==> config.mk <==
export PLATFORM = sky130hd
export DESIGN_NAME = bist_session_sched_flat
export DESIGN_NICKNAME = d
export VERILOG_FILES = /design/src/rtl/bist_session_sched_if.sv /design/src/rtl/bist_session_sched.sv /design/src/flat_wrapper.sv
export SDC_FILE = /design/constraint.sdc
export NUM_CORES = 1
export LEC_CHECK = 0
export ABC_AREA = 1
export CORE_UTILIZATION = 50
export DETAILED_ROUTE_END_ITERATION = 7
export GPL_TIMING_DRIVEN = 0
export PLACE_DENSITY = 0.83
export SYNTH_ARGS = -nofsm -noshare
export SYNTH_HDL_FRONTEND = slang
export SYNTH_SLANG_ARGS = --single-unit
==> constraint.sdc <==
create_clock -name clk -period 2.2 [get_ports clk]
set_clock_uncertainty 0.05 [all_clocks]
set_input_delay 0.33 -clock clk [delete_from_list [all_inputs] [get_ports clk]]
set_output_delay 0.33 -clock clk [all_outputs]
set_load 0.02 [all_outputs]
==> src/rtl/bist_session_sched_if.sv <==
// bist_session_sched_if: request/datapath-control bundle for the BIST session scheduler.
// abort/aborted exist only when BIST_ABORT_EN is defined.
interface bist_session_sched_if #(
  parameter int N_CUT = 4,
  parameter int SEL_W = 2
);
  logic             start;
  logic [N_CUT-1:0] cut_mask;
  logic             sig_match;
  logic [SEL_W-1:0] cut_sel;
  logic             init;
  logic             running;
  logic             toggle;
  logic             finish;
  logic             busy;
  logic [N_CUT-1:0] pass_vec;
  logic             bist_end;
`ifdef BIST_ABORT_EN
  logic             abort;
  logic             aborted;
  modport master (output start, cut_mask, sig_match, abort,
                  input cut_sel, init, running, toggle, finish, busy, pass_vec, bist_end, aborted);
  modport slave  (input start, cut_mask, sig_match, abort,
                  output cut_sel, init, running, toggle, finish, busy, pass_vec, bist_end, aborted);
`else
  modport master (output start, cut_mask, sig_match,
                  input cut_sel, init, running, toggle, finish, busy, pass_vec, bist_end);
  modport slave  (input start, cut_mask, sig_match,
                  output cut_sel, init, running, toggle, finish, busy, pass_vec, bist_end);
`endif
endinterface

==> src/rtl/bist_session_sched.sv <==
// bist_session_sched: sequences BIST sessions over the enabled CUTs sharing one LFSR/MISR datapath.
// Optional BIST_ABORT_EN adds an abort input and a sticky aborted flag.
module bist_session_sched #(
  parameter int N_CUT         = 4,
  parameter int SEL_W         = 2,
  parameter int NCLOCK        = 650,
  parameter int TOGGLE_PERIOD = 10
) (
  input logic clk,
  input logic reset,
  bist_session_sched_if.slave bus
);
  localparam int CW = $clog2(NCLOCK + 1);
  localparam int TW = $clog2(TOGGLE_PERIOD + 1);
  localparam logic [CW-1:0] NC = CW'(NCLOCK);
  localparam logic [TW-1:0] TP = TW'(TOGGLE_PERIOD);

  typedef enum logic [2:0] {S_IDLE, S_INIT, S_RUN, S_CHECK, S_END} state_t;

  state_t state, state_n;
  logic [CW-1:0] cnt, cnt_n;
  logic [TW-1:0] tcnt, tcnt_n;
  logic [N_CUT-1:0] mask_q, mask_n, pass_n;
  logic [SEL_W-1:0] sel_n, nxt;
  logic hit;
`ifdef BIST_ABORT_EN
  logic ab_n;
`endif

  // In IDLE search the live mask from bit 0; otherwise the latched mask strictly above cut_sel.
  always_comb begin
    hit = 1'b0;
    nxt = bus.cut_sel;
    for (int i = N_CUT - 1; i >= 0; i--)
      if (state == S_IDLE ? bus.cut_mask[i] : (mask_q[i] && i > int'(bus.cut_sel))) begin
        hit = 1'b1;
        nxt = SEL_W'(i);
      end
  end

  always_comb begin
    state_n = state;
    cnt_n   = cnt;
    tcnt_n  = tcnt;
    mask_n  = mask_q;
    pass_n  = bus.pass_vec;
    sel_n   = bus.cut_sel;
`ifdef BIST_ABORT_EN
    ab_n    = bus.aborted;
`endif
    case (state)
      S_IDLE: if (bus.start) begin
        state_n = hit ? S_INIT : S_END;
        sel_n   = hit ? nxt : bus.cut_sel;
        mask_n  = bus.cut_mask;
        pass_n  = '0;
`ifdef BIST_ABORT_EN
        ab_n    = 1'b0;
`endif
      end
      S_INIT: begin
        state_n = S_RUN;
        cnt_n   = CW'(1);
        tcnt_n  = TW'(1);
      end
      S_RUN: begin
        state_n = cnt == NC ? S_CHECK : S_RUN;
        cnt_n   = cnt == NC ? cnt : cnt + 1'b1;
        tcnt_n  = tcnt == TP ? TW'(1) : tcnt + 1'b1;
      end
      S_CHECK: begin
        pass_n[bus.cut_sel] = bus.sig_match;
        state_n = hit ? S_INIT : S_END;
        sel_n   = hit ? nxt : bus.cut_sel;
      end
      default: state_n = S_IDLE;
    endcase
`ifdef BIST_ABORT_EN
    if (bus.abort && (state == S_INIT || state == S_RUN || state == S_CHECK)) begin
      state_n = S_END;
      pass_n  = bus.pass_vec;
      sel_n   = bus.cut_sel;
      ab_n    = 1'b1;
    end
`endif
  end

  always_ff @(posedge clk) begin
    if (reset) begin
      state        <= S_IDLE;
      cnt          <= '0;
      tcnt         <= '0;
      mask_q       <= '0;
      bus.cut_sel  <= '0;
      bus.pass_vec <= '0;
      bus.init     <= 1'b0;
      bus.running  <= 1'b0;
      bus.toggle   <= 1'b0;
      bus.finish   <= 1'b0;
      bus.busy     <= 1'b0;
      bus.bist_end <= 1'b0;
`ifdef BIST_ABORT_EN
      bus.aborted  <= 1'b0;
`endif
    end else begin
      state        <= state_n;
      cnt          <= cnt_n;
      tcnt         <= tcnt_n;
      mask_q       <= mask_n;
      bus.cut_sel  <= sel_n;
      bus.pass_vec <= pass_n;
      bus.init     <= state_n == S_INIT;
      bus.running  <= state_n == S_RUN;
      bus.toggle   <= state_n == S_RUN && tcnt_n == TP;
      bus.finish   <= state_n == S_CHECK;
      bus.busy     <= state_n != S_IDLE;
      bus.bist_end <= state_n == S_END;
`ifdef BIST_ABORT_EN
      bus.aborted  <= ab_n;
`endif
    end
  end
endmodule
==> src/flat_wrapper.sv <==
// flat-port wrapper written by rule: the top's interface ports become plain ports
module bist_session_sched_flat 
#(
  parameter int N_CUT         = 4,
  parameter int SEL_W         = 2,
  parameter int NCLOCK        = 650,
  parameter int TOGGLE_PERIOD = 10
)
  (clk, reset, bus_start, bus_cut_mask, bus_sig_match, bus_cut_sel, bus_init, bus_running, bus_toggle, bus_finish, bus_busy, bus_pass_vec, bus_bist_end);
  bist_session_sched_if #(.N_CUT(N_CUT), .SEL_W(SEL_W)) bus_i ();
  input logic clk;
  input logic reset;
  input wire logic [$bits(bus_i.start)-1:0] bus_start;
  input wire logic [$bits(bus_i.cut_mask)-1:0] bus_cut_mask;
  input wire logic [$bits(bus_i.sig_match)-1:0] bus_sig_match;
  output wire logic [$bits(bus_i.cut_sel)-1:0] bus_cut_sel;
  output wire logic [$bits(bus_i.init)-1:0] bus_init;
  output wire logic [$bits(bus_i.running)-1:0] bus_running;
  output wire logic [$bits(bus_i.toggle)-1:0] bus_toggle;
  output wire logic [$bits(bus_i.finish)-1:0] bus_finish;
  output wire logic [$bits(bus_i.busy)-1:0] bus_busy;
  output wire logic [$bits(bus_i.pass_vec)-1:0] bus_pass_vec;
  output wire logic [$bits(bus_i.bist_end)-1:0] bus_bist_end;
  assign bus_i.start = bus_start;
  assign bus_i.cut_mask = bus_cut_mask;
  assign bus_i.sig_match = bus_sig_match;
  assign bus_cut_sel = bus_i.cut_sel;
  assign bus_init = bus_i.init;
  assign bus_running = bus_i.running;
  assign bus_toggle = bus_i.toggle;
  assign bus_finish = bus_i.finish;
  assign bus_busy = bus_i.busy;
  assign bus_pass_vec = bus_i.pass_vec;
  assign bus_bist_end = bus_i.bist_end;
  bist_session_sched #(.N_CUT(N_CUT), .SEL_W(SEL_W), .NCLOCK(NCLOCK), .TOGGLE_PERIOD(TOGGLE_PERIOD)) u_core (.clk(clk), .reset(reset), .bus(bus_i));
endmodule
==> impl_metrics.json, run 1 <==
{
  "viasPerCell": 4.97,
  "post-route-util_pct": 63.2,
  "hold_viol": 0,
  "grt_pass1_wl_mm": 5.59,
  "crit_type": "flip-flop to output pin",
  "maxSlewHeadroom_pct": 61.7,
  "dp_cells": 303,
  "dp_hpwl_mm": 2.43,
  "synth_area_sq_um": 1610,
  "period_share_pct": 83.4,
  "htreeDepth": 2,
  "port_buffers": 19,
  "insertion_delay_ps": 340,
  "peakVddDrop_v": 0.000457,
  "synth_top_area_cell": "dfxtp_1",
  "status": "complete, no violations",
  "grt_overflow": 0,
  "startpoint_type": "flip-flop",
  "nets": 278,
  "cts.clk_slew.worst_paths_ps": 100,
  "drc_errors": 0,
  "drv_slew": 0,
  "path_cells": "clkdlybuf4s50_1",
  "critPathBufInv": 1,
  "ys_types": 26,
  "cts_tree": "built",
  "ys_ff_latch": 32,
  "worstPathMaxFanout": 7,
  "critPathTopFamily": "buffers and inverters",
  "synth-edff-count": 0,
  "crit_slowest_cell": "clkdlybuf4s50_1",
  "synth.most_common_cell": "nand2_1",
  "dr.pass1.iters": 4,
  "area_delta_synth_final_pct": 20.0,
  "synthCells": 240,
  "routedWlPerCell_microns": 10.7,
  "cts_setup_buffers": 0,
  "crit_arrival_ps": 1450,
  "coreArea_sq_um": 3050,
  "setup_violations": 0,
  "die_y_microns": 58.7,
  "drv_cap": 0,
  "initial_utilization_pct": 52.7,
  "yosysSeqAreaShare_pct": 39.8,
  "fin_tns_setup_ps": 0,
  "yosysWarningCount": 0,
  "dieArea_sq_um": 3450,
  "crit_path_max_incr_delay_ps": 650,
  "antenna_found_initial": 0,
  "worst_pin_slew_ps": 574,
  "n_antenna_cell": 0,
  "fin_cells": 311,
  "ant_nets": 0,
  "numCtsBuffers": 5,
  "yosysTopAreaCellShare_pct": 39.8,
  "final_cell_area_sq_um": 1930,
  "period_needed_ps": 1830,
  "clkSinkCount": 32,
  "gp_congestion": 0.839,
  "cts-resized-gates": 0,
  "fmax_mhz": 545,
  "synth_fp_nets": 252,
  "vias": 1545,
  "wirelength_mm": 3.34,
  "total_power_mw": 1.44,
  "syn_avg_cell_area_sq_um": 6.70,
  "io_pins": 20,
  "grt.total_usage_pct": 21.7,
  "p_leak_nw": 0.824,
  "postCtsHoldBufs": 0,
  "grt_pass1_vias": 1393,
  "grt_max_degree": 11,
  "place_area_sq_um": 1850,
  "synth_async_sr_flop_share_pct": 0,
  "crit_path_end_kind": "output pin",
  "rsz0062_at_grt": "false",
  "synthFlopType": "dfxtp_1",
  "cts_root_buf": "clkbuf_4",
  "synth_area_leaders": "dfxtp_1 (40%), nand2_1 (15%), nor2_1 (8.4%), a21oi_1 (6.8%), inv_1 (6.5%)",
  "synth_common_cells": "nand2_1 (66), nor2_1 (36), dfxtp_1 (32)",
  "drive_gt1_share_pct": 7.49,
  "hp-class": "flip-flop to flip-flop",
  "drtIter0Drc": 51,
  "fp-row-count": 20,
  "p_per_area_nw_per_um2": 744,
  "clockBufferDepth": 2,
  "worstPathRequired_ps": 1820,
  "fillers": 295,
  "die_w_microns": 58.7
}
-- layout make-up --
| type | instances | area (sq um) | share of cell area, % |
|---|---|---|---|
| Clock buffer | 6 | 41.3 | 2.14 |
| Inverter | 30 | 113 | 5.84 |
| Sequential cell | 32 | 641 | 33.2 |
| Clock inverter | 2 | 35.0 | 1.82 |
| Tap cell | 44 | 55.1 | 2.85 |
| Timing Repair Buffer | 19 | 190 | 9.86 |
| Buffer | 3 | 18.8 | 0.973 |
| Multi-Input combinational cell | 175 | 836 | 43.3 |
-- layer usage --
layer  wire (microns)  up-vias  track usage [%]  share of wire, %
met5                0        -                0                 0
met4               39        0             8.84               1.2
met3              138        6             7.91               4.1
met2             1610       33             37.3                48
met1             1560      691             24.4                47
li1                 -      815                -                 -
-- cells by family after synthesis --
group | count (synthesis) | synth area share [%]
xor gates and xnor gates | 3 | 1.63
and+or+nand+nor | 133 | 35.8
DFF | 32 | 39.8
buffers and inverters | 33 | 8.17
AOI/OAI and AO/OA | 35 | 11.4
adders and majority gates | 4 | 3.11
-- layout by cell type (no fill, tap or decap), drive strengths merged --
cell           instances
a21o                   1
buf                    1
xor2                   2
nand3                 17
a21oi                 23
or2                    2
dfxtp                 32
bufinv                 1
nand4                  3
nor3                   1
nand3b                 1
clkinv                 1
a21boi                 1
ha                     4
clkdlybuf4s50         19
nand2                 71
o21ai                 10
xnor2                  1
clkbuf                 8
inv                   30
nor2                  38
-- path summary, 6_finish.rpt --
path | startpoint | end | slack [ps] | cells past startpoint
worst max register to register | u_core.cnt[0] | u_core.cnt[9] | 590 | 10
worst min-delay path | u_core.bus.pass_vec[1] | u_core.bus.pass_vec[1] | 410 | 2
worst min register to register | u_core.bus.pass_vec[1] | u_core.bus.pass_vec[1] | 410 | 2
worst max-delay path | u_core.bus.cut_sel[1] | bus_cut_sel[1] | 370 | 1
-- power by group --
part           switching [mW]  internal [mW]  leakage, nW
sequential             0.0345          0.620        0.260
combinational           0.215          0.124        0.521
clock                   0.205          0.238       0.0422
total                   0.454          0.982        0.824
-- registers in the layout, indices dropped and copies added, names as in the netlist --
name	flops
u_core.bus.cut_sel	2
u_core.bus.init	1
u_core.state	3
u_core.bus.finish	1
u_core.tcnt	4
u_core.cnt	10
u_core.bus.running	1
u_core.bus.bist_end	1
u_core.mask_q	3
u_core.bus.busy	1
u_core.bus.pass_vec	4
u_core.bus.toggle	1
-- metrics by stage --
stage          hold slack [ps]  worst slack, ps
6_report                   412              365
5_1_grt                    431              304
4_1_cts                    416              350
3_5_place_dp               397              520
3_3_place_gp               393              534
2_1_floorplan              361              779
Power figures use the tool's default switching activity.
==> run 2, diff against run 1 <==
clock period = 1.7 ns   (was 2.2 ns; I/O delays follow)
==> run 2 against run 1 <==
Sequential cell count unchanged. Clock-buffer cell count did not move. Final cell count stayed put. Via count decreased by 1.2%. Wire length grew 0.96%. Sequential power grew 30%. Global-route usage stayed put. Highest routed layer unchanged.
==> impl_metrics.json, run 2 (synthesis results as in run 1) <==
{
  "coreArea_sq_um": 3050,
  "period_share_pct": 93.5,
  "total_power_mw": 1.86,
  "die_y_microns": 58.7,
  "antenna_found_initial": 0,
  "p_leak_nw": 0.831,
  "rr_worst_depth": 10,
  "viasPerCell": 4.91,
  "fillers": 298,
  "grt_pass1_vias": 1393,
  "mostFrequentLayoutCell": "nand2_1",
  "drive_gt1_share_pct": 8.24,
  "insertion_delay_ps": 340,
  "crit_type": "flip-flop to output pin",
  "p_per_area_nw_per_um2": 963,
  "io_pins": 20,
  "initial_utilization_pct": 52.7,
  "largest_reg_flops": 10,
  "crit_start": "u_core.bus.pass_vec[3]",
  "startpoint_type": "flip-flop",
  "die_w_microns": 58.7,
  "multi_input_area_sq_um": 838,
  "worstPathMaxFanout": 2,
  "cts_tree": "built",
  "worstPathRequired_ps": 1390,
  "rr_endpoint": "u_core.cnt[9]",
  "setup_violations": 0,
  "maxSlewHeadroom_pct": 60.7,
  "port_buffers": 19,
  "routedWlPerCell_microns": 10.8,
  "path_cells": "clkdlybuf4s50_1",
  "clkSinkCount": 32,
  "postCtsHoldBufs": 0,
  "hold_viol": 0,
  "drv_slew": 0,
  "critPathTopFamily": "buffers and inverters",
  "timing.rr.start": "u_core.cnt[0]",
  "drc_errors": 0,
  "crit_path_max_incr_delay_ps": 600,
  "grt_pass1_wl_mm": 5.59,
  "crit_path_end_kind": "output pin",
  "seqCellArea_sq_um": 642,
  "whs_endpoint": "u_core.bus.pass_vec[1]",
  "fmax_mhz": 629,
  "cts_setup_buffers": 0,
  "drtIter0Drc": 63,
  "min_from": "u_core.bus.pass_vec[1]",
  "numCtsBuffers": 5,
  "hold_depth": 2,
  "area_delta_synth_final_pct": 20.1,
  "dp_hpwl_mm": 2.43,
  "nets": 278,
  "drv_cap": 0,
  "grt.total_usage_pct": 21.7,
  "vias": 1527,
  "rsz0062_at_grt": "false",
  "layout_common_cells": "nand2_1 (65), nor2_1 (36), dfxtp_1 (31)",
  "ant_nets": 0,
  "worst_pin_slew_ps": 589,
  "grt_max_degree": 11,
  "crit_slowest_cell": "clkdlybuf4s50_1",
  "wirelength_mm": 3.37,
  "fin_tns_setup_ps": 0,
  "cts_root_buf": "clkbuf_4",
  "clockBufferDepth": 2,
  "period_needed_ps": 1590,
  "htreeDepth": 2,
  "fp-row-count": 20,
  "r2r_setup_slack_ps": 160,
  "n_antenna_cell": 0,
  "hp-class": "flip-flop to flip-flop",
  "reg.largest.list": "u_core.cnt (10), u_core.bus.pass_vec (4), u_core.tcnt (4)",
  "dr.pass1.iters": 4,
  "peakVddDrop_v": 0.000603,
  "dieArea_sq_um": 3450,
  "cts.clk_slew.worst_paths_ps": 100,
  "crit_arrival_ps": 1290,
  "status": "complete, no violations",
  "gp_congestion": 0.839,
  "grt_overflow": 0,
  "top_register": "u_core.cnt",
  "critPathBufInv": 1
}
[run 2: changes by cell type in the layout (fill, tap and decap cells not counted)]
cell / delta
dlygate4sd2_1: +2
dfxtp_2: +1
nand2_1: -1
clkdlybuf4s50_1: -2
dfxtp_1: -1
nand2_2: +1
[run 2: layout make-up]
cell class / count / area share (%)
buffer: 3 / 0.972
inverter: 30 / 5.83
sequential: 32 / 33.2
clock buffer: 6 / 2.14
multi-input combinational: 175 / 43.4
clock inverter: 2 / 1.81
timing repair buffer: 19 / 9.72
tap: 44 / 2.85
[run 2: layer usage]
| layer | vias up | part of all wire (%) | GRT usage, % |
|---|---|---|---|
| met3 | 4 | 3.9 | 7.91 |
| li1 | 813 | - | - |
| met1 | 685 | 47 | 24.4 |
| met5 | - | 0 | 0 |
| met4 | 0 | 0.86 | 8.84 |
| met2 | 25 | 48 | 37.3 |
[run 2: repair_timing]
action / 4_1_cts / 5_1_grt
gates cloned: 0 / 0
resized for setup: 2 / 2
endpoints found under the setup margin: 2 / 5
[run 2: power by group]
part           total, mW  switching (mW)  internal (mW)  leakage [nW]
registers          0.847          0.0440          0.803         0.261
clock network      0.576           0.268          0.308        0.0422
logic              0.436           0.280          0.156         0.529
[run 2: worst reg2reg max path, stage by stage, from the launching register on]
cell	delay (ps)
dfxtp_2	360
inv_1	110
ha_1	160
nand2_1	50
nor2_1	130
nand4_1	160
nand2_2	120
buf_6	140
nor2_1	50
nor2_1	80
nor2_1	40
[run 2: worst max path at each step]
stage / cells after the start / slack (ps) / end
2_1_floorplan: 9 / 280 / u_core.cnt[2]
3_3_place_gp: 10 / 90 / u_core.cnt[9]
3_5_place_dp: 9 / 90 / u_core.bus.busy
4_1_cts: 1 / 90 / bus_pass_vec[3]
5_1_grt: 9 / 4 / u_core.cnt[2]
6_report: 1 / 110 / bus_pass_vec[3]
[run 2: metrics by stage]
step / setup WS, ps / hold slack, ps / instance area [sq um] / util, % / instances
after floorplan: 279 / 286 / 1610 / - / 240
after global placement: 94.8 / 393 / 1850 / 60.7 / 303
after detailed placement: 94.7 / 397 / 1850 / 60.7 / 303
after CTS: 94.8 / 416 / 1930 / 63.1 / 311
after global routing: 4.48 / 431 / 1930 / 63.2 / 311
final: 110 / 413 / 1930 / 63.2 / 311
